File: config.mk
export PLATFORM = sky130hd
export DESIGN_NAME = command_stream_fetcher
export DESIGN_NICKNAME = d
export VERILOG_FILES = /design/src/rtl/command_stream_fetcher.sv
export SDC_FILE = /design/constraint.sdc
export NUM_CORES = 2
export LEC_CHECK = 0
export BUFFER_PORTS_ARGS = -buffer_cell sky130_fd_sc_hd__buf_2
export CAP_MARGIN = 20
export CORE_MARGIN = 1
export CORE_UTILIZATION = 43
export DETAILED_ROUTE_END_ITERATION = 6
export GPL_TIMING_DRIVEN = 0
export HOLD_SLACK_MARGIN = 0.1
export MAX_ROUTING_LAYER = met4
export PLACE_DENSITY = 0.65
export SLEW_MARGIN = 40
export SYNTH_ARGS = -nofsm -noshare
export SYNTH_HDL_FRONTEND = slang
export SYNTH_SLANG_ARGS = --single-unit
File: constraint.sdc
create_clock -name aClock -period 8.07 [get_ports aClock]
set_input_delay 1.614 -clock aClock [delete_from_list [all_inputs] [get_ports aClock]]
set_output_delay 1.614 -clock aClock [all_outputs]
set_load 0.005 [all_outputs]
File: src/rtl/command_stream_fetcher.sv
// Fetches a block of command words from main memory into a local command cache with
// several reads in flight. Define COMMAND_FETCH_CHECKSUM_EN to add the anOutChecksum port.
module command_stream_fetcher #(
  parameter int  ADDR_WIDTH      = 64,
  parameter int  DATA_WIDTH      = 64,
  parameter int  BUFFER_SIZE     = 64,
  parameter int  MAX_OUTSTANDING = 4,
  localparam int CW              = $clog2(BUFFER_SIZE)
) (
  input  logic                  aClock,
  input  logic                  aReset,
  input  logic [ADDR_WIDTH-1:0] aCommandPointer,
  input  logic [CW:0]           aCommandCount,
  input  logic                  anExecute,
  input  logic                  anAbort,
  output logic [ADDR_WIDTH-1:0] anOutMemoryAddr,
  output logic                  anOutMemoryRequest,
  input  logic                  aMemoryReady,
  input  logic [DATA_WIDTH-1:0] aMemoryData,
  input  logic                  aMemoryValid,
  input  logic [CW-1:0]         aCommandIndex,
  input  logic                  aCommandRead,
  output logic [DATA_WIDTH-1:0] anOutCommandData,
  output logic                  anOutBusy,
  output logic                  anOutReady,
  output logic                  anOutError,
  output logic [CW:0]           anOutFetchedCount
`ifdef COMMAND_FETCH_CHECKSUM_EN
  ,
  output logic [DATA_WIDTH-1:0] anOutChecksum
`endif
);

  typedef enum logic [1:0] {IDLE, FETCH, DRAIN, READY} state_t;

  localparam logic [CW:0] BufferSizeW = BUFFER_SIZE[CW:0];
  localparam logic [CW:0] CountOne    = 1;
  localparam logic [3:0]  MaxOutW     = MAX_OUTSTANDING[3:0];

  state_t                state, stateNext;
  logic [ADDR_WIDTH-1:0] pointer;
  logic [CW:0]           count, issued, received;
  logic [3:0]            outstanding, outstandingNext;
  logic [DATA_WIDTH-1:0] cache [BUFFER_SIZE];

  logic execAccept, execReject, execEmpty, execFetch;
  logic transfer, responseIn, cacheWrite;

  assign execAccept = anExecute && (state == IDLE || state == READY);
  assign execReject = execAccept && (aCommandCount > BufferSizeW);
  assign execEmpty  = execAccept && (aCommandCount == '0);
  assign execFetch  = execAccept && !execReject && !execEmpty;

  // Abort drops the request combinationally so nothing new is accepted in the abort cycle.
  assign anOutMemoryRequest = (state == FETCH) && !anAbort && (issued < count)
                              && (outstanding < MaxOutW);
  assign transfer        = anOutMemoryRequest && aMemoryReady;
  assign responseIn      = aMemoryValid && (state == FETCH || state == DRAIN);
  assign cacheWrite      = responseIn && (state == FETCH) && !anAbort;
  assign outstandingNext = outstanding + {3'b000, transfer} - {3'b000, responseIn};

  assign anOutMemoryAddr   = pointer + {{(ADDR_WIDTH-CW-1){1'b0}}, issued};
  assign anOutBusy         = (state == FETCH) || (state == DRAIN);
  assign anOutReady        = (state == READY);
  assign anOutFetchedCount = received;

  // NOTE: stateNext gets its default before the case so every path assigns it and no latch is inferred.
  always_comb begin
    stateNext = state;
    unique case (state)
      IDLE, READY: begin
        if (execReject)     stateNext = IDLE;
        else if (execEmpty) stateNext = READY;
        else if (execFetch) stateNext = FETCH;
      end
      FETCH: begin
        if (anAbort)
          stateNext = (outstandingNext == '0) ? IDLE : DRAIN;
        else if (cacheWrite && ((received + CountOne) == count))
          stateNext = READY;
      end
      DRAIN: if (outstandingNext == '0) stateNext = IDLE;
      default: stateNext = IDLE;
    endcase
  end

  // NOTE: sequential state uses non-blocking assignments so every register samples pre-edge values.
  always_ff @(posedge aClock) begin
    if (aReset) begin
      state       <= IDLE;
      pointer     <= '0;
      count       <= '0;
      issued      <= '0;
      received    <= '0;
      outstanding <= '0;
      anOutError  <= 1'b0;
    end else begin
      state       <= stateNext;
      outstanding <= outstandingNext;
      if (transfer)   issued   <= issued + CountOne;
      if (cacheWrite) received <= received + CountOne;
      if (execReject) anOutError <= 1'b1;
      if (execEmpty) begin
        anOutError <= 1'b0;
        received   <= '0;
      end
      if (execFetch) begin
        pointer     <= aCommandPointer;
        count       <= aCommandCount;
        issued      <= '0;
        received    <= '0;
        outstanding <= '0;
        anOutError  <= 1'b0;
      end
    end
  end

  // NOTE: the cache array is deliberately not reset; it maps to RAM and unwritten words are stale by design.
  always_ff @(posedge aClock) begin
    if (cacheWrite) cache[received[CW-1:0]] <= aMemoryData;
  end

  // Registered read port; a same-cycle write to the read index returns the old word.
  always_ff @(posedge aClock) begin
    if (aReset)            anOutCommandData <= '0;
    else if (aCommandRead) anOutCommandData <= cache[aCommandIndex];
  end

`ifdef COMMAND_FETCH_CHECKSUM_EN
  always_ff @(posedge aClock) begin
    if (aReset || execAccept) anOutChecksum <= '0;
    else if (cacheWrite)      anOutChecksum <= anOutChecksum ^ aMemoryData;
  end
`endif

endmodule

==> reports/results.tsv <==
metric	value	unit
outcome	complete, but fails checks	
failed_checks	DRC	
synth_area_leader_cell	edfxtp_1	
slowest_delay	0.49	ns
place_hpwl	362000	um
syn-cell-area	163000	um2
layout_setup_ws	2.30	ns
grt_pass1_vias	86800	
dr_total_vias	89300	
cts_root_buffer	clkbuf_16	
cp_top_family	compound AO/OA/AOI/OAI gates	
remaining_drc_errors	1	
setup_tns	0	ns
end_kind	primary output	
maxCapViolCount	0	
stdcell_area	195000	um2
drive_above_1_share	29.3	%
io_pins	287	
hold_viol_final	0	
p_per_area	240	nW/um2
tritoncts	built	
synth.net_count	7810	
hold_buffers	0	
drv_slew	0	
synth-async-reset-ratio	0	%
crit_required	6.46	ns
finalClockSkew	0.0610	ns
start_util	43.2	%
area_growth	19.1	%
drt-wirelength-per-cell	36.5	um
drt_first_pass_iters	7	
synthFlopType	edfxtp_1	
cts.htree.levels	5	
relSlewSlack	30.4	%
synth_cells	7637	
cts.sinks	4252	
synth_top_area_share	75.3	%
crit_buf_inv	3	
slowest_stage	o21ai_0	
clkLatencyLatePin	1.01	ns
rsz0062_at_grt	no	
crit_top_cell	buf_2	
ys_top_cells_by_area	edfxtp_1 75%, mux4_2 13%, mux2i_1 2.7%	
place_inst	13400	
ctsResizeCount	0	
fin_worst_hold_slack	0.470	ns
multi_input_area	35600	um2
critPathMaxFanout	10	
core_region_area	379000	um2
syn_avg_cell_area	21.4	um2
seq_area_frac_synth	77.2	%
period_share	71.5	%
dieArea	383000	um2
row_count	226	
yosysWarnings	0	
grt_util_all_layers	27.6	%
ir_worst_vdd	0.191	mV
gr-total-overflow	0	
critPathLaunchType	flop	
tightest_slew	1.03	ns
setup-violations-final	0	
post-route-min-period	5.77	ns
cts_made_buffers	419	
layout.nets	8957	
grt_pass1_wl	705000	um
timing.fmax	173	MHz
dpl-instance-area	181000	um2
post_cts_buffers	0	
synth_edf_count	4096	
synthDistinctLibCells	65	
n_fill_cell	28800	
path_cells	ha_1 -> nor2b_1 -> o21a_1 -> o21ai_0 -> a211o_1 -> buf_2 -> clkbuf_1 -> nor3_1 -> xnor2_1 -> buf_2	
drt_iter0_markers	14400	
cts_buffer_depth	4	
viasPerCell	6.29	
layout.cells.non_filler	14200	
regArea	126000	um2
place_ws	1.80	ns
grt_max_degree	65	
fin_util	51.4	%
arrival	4.15	ns
min_path_type	reg -> reg	
routabilityCongestion	0.902	
power	46.7	mW
chipHeight	619	um
port_buffers	283	
power.leakage	63.3	nW
critPathKind	reg -> out	
antenna_found_initial	43	
drt_wl_total	518000	um
clk_pin_slew_worst_paths	0.06	ns
ant_nets	0	
synth_seq_cells	4252	
fp.dieW	619	um
## cell usage in the layout, fill, tap and decap left out, drive strengths merged, types with 20 or more instances in the layout
| cell type | Yosys | layout |
|---|---|---|
| ha | 23 | 23 |
| dfxtp | 156 | 156 |
| xor2 | 46 | 46 |
| a221oi | 30 | 30 |
| a31oi | 48 | 48 |
| o221ai | 97 | 97 |
| o21ai | 70 | 70 |
| clkinv | 1 | 160 |
| nor2 | 187 | 187 |
| nand4 | 22 | 22 |
| nand3 | 60 | 60 |
| diode | 0 | 34 |
| nand2 | 305 | 305 |
| mux4 | 963 | 963 |
| nor2b | 20 | 20 |
| mux2i | 442 | 442 |
| a22oi | 44 | 44 |
| o22ai | 142 | 142 |
| edfxtp | 4096 | 4096 |
| buf | 210 | 930 |
| xnor2 | 31 | 31 |
| bufinv | 0 | 44 |
| a21oi | 154 | 154 |
| inv | 46 | 64 |
| clkbuf | 217 | 768 |
## final timing paths
kind | start | slack [ns] | depth (start not counted) | to
worst max register to register | state[0] | 3.03 | 13 | cache[14][46]
worst min-delay path | pointer[63] | 0.47 | 2 | pointer[63]
worst min register to register | pointer[63] | 0.47 | 2 | pointer[63]
worst max-delay path | issued[2] | 2.30 | 10 | anOutMemoryAddr[54]
## where the power goes
group          internal (mW)  switching (mW)
combinational          0.899            1.67
sequential              24.3           0.127
clock                   11.3            8.43
total                   36.5            10.2
## sequential cells by signal, indices dropped and copies added (netlist names)
name and count:
issued 7, anOutError 1, cache 4096, outstanding 4, pointer 64, state 2, anOutCommandData 64, count 7
anOutFetchedCount 7
## layer usage
metal	GRT usage [%]	vias up	share of wire, %
met2	42.2	6536	47
met4	12.2	0	5.3
met5	-	-	0
met1	35.4	47100	36
met3	6.33	1107	12
li1	-	34500	-
## layout make-up
| type | count | share of cell area (%) |
|---|---|---|
| inverter | 47 | 0.0906 |
| tap | 5016 | 3.22 |
| multi-input combinational | 2911 | 18.3 |
| clock buffer | 545 | 5.83 |
| sequential | 4252 | 64.8 |
| buffer | 427 | 1.17 |
| timing repair buffer | 726 | 5.34 |
| clock inverter | 235 | 1.23 |
| antenna | 34 | 0.0437 |
## logic make-up after synthesis
kind of cell / Yosys count / share of synthesized area [%]
flops: 4252 / 77.2
mux: 1405 / 16.0
simple gates: 709 / 1.97
compound gates: 695 / 2.87
buf+inv: 474 / 1.40
xor+xnor: 77 / 0.413
fa+ha+maj: 25 / 0.201
## cell usage after synthesis, types with 40 or more instances
cell	count
mux2i_1	442
o21ai_0	70
nor2_1	187
buf_1	40
nand3_1	60
o22ai_1	142
inv_1	45
o221ai_1	97
xor2_1	46
clkbuf_1	217
a21oi_1	154
mux4_2	963
a22oi_1	44
a31oi_1	48
dfxtp_1	156
edfxtp_1	4096
nand2_1	305
buf_2	87
buf_4	59
## worst reg2reg max path: stages (launching register included)
cell	delay, ns
dfxtp_1	0.38
inv_1	0.06
ha_1	0.29
clkbuf_1	0.19
nor2b_1	0.32
and2_1	0.19
clkbuf_1	0.31
nor2b_1	0.56
nand3_1	0.71
nor2_4	0.74
buf_12	0.27
buf_16	0.23
buf_8	0.24
buf_8	0.22
No activity file was read; power rests on OpenSTA's default activity.
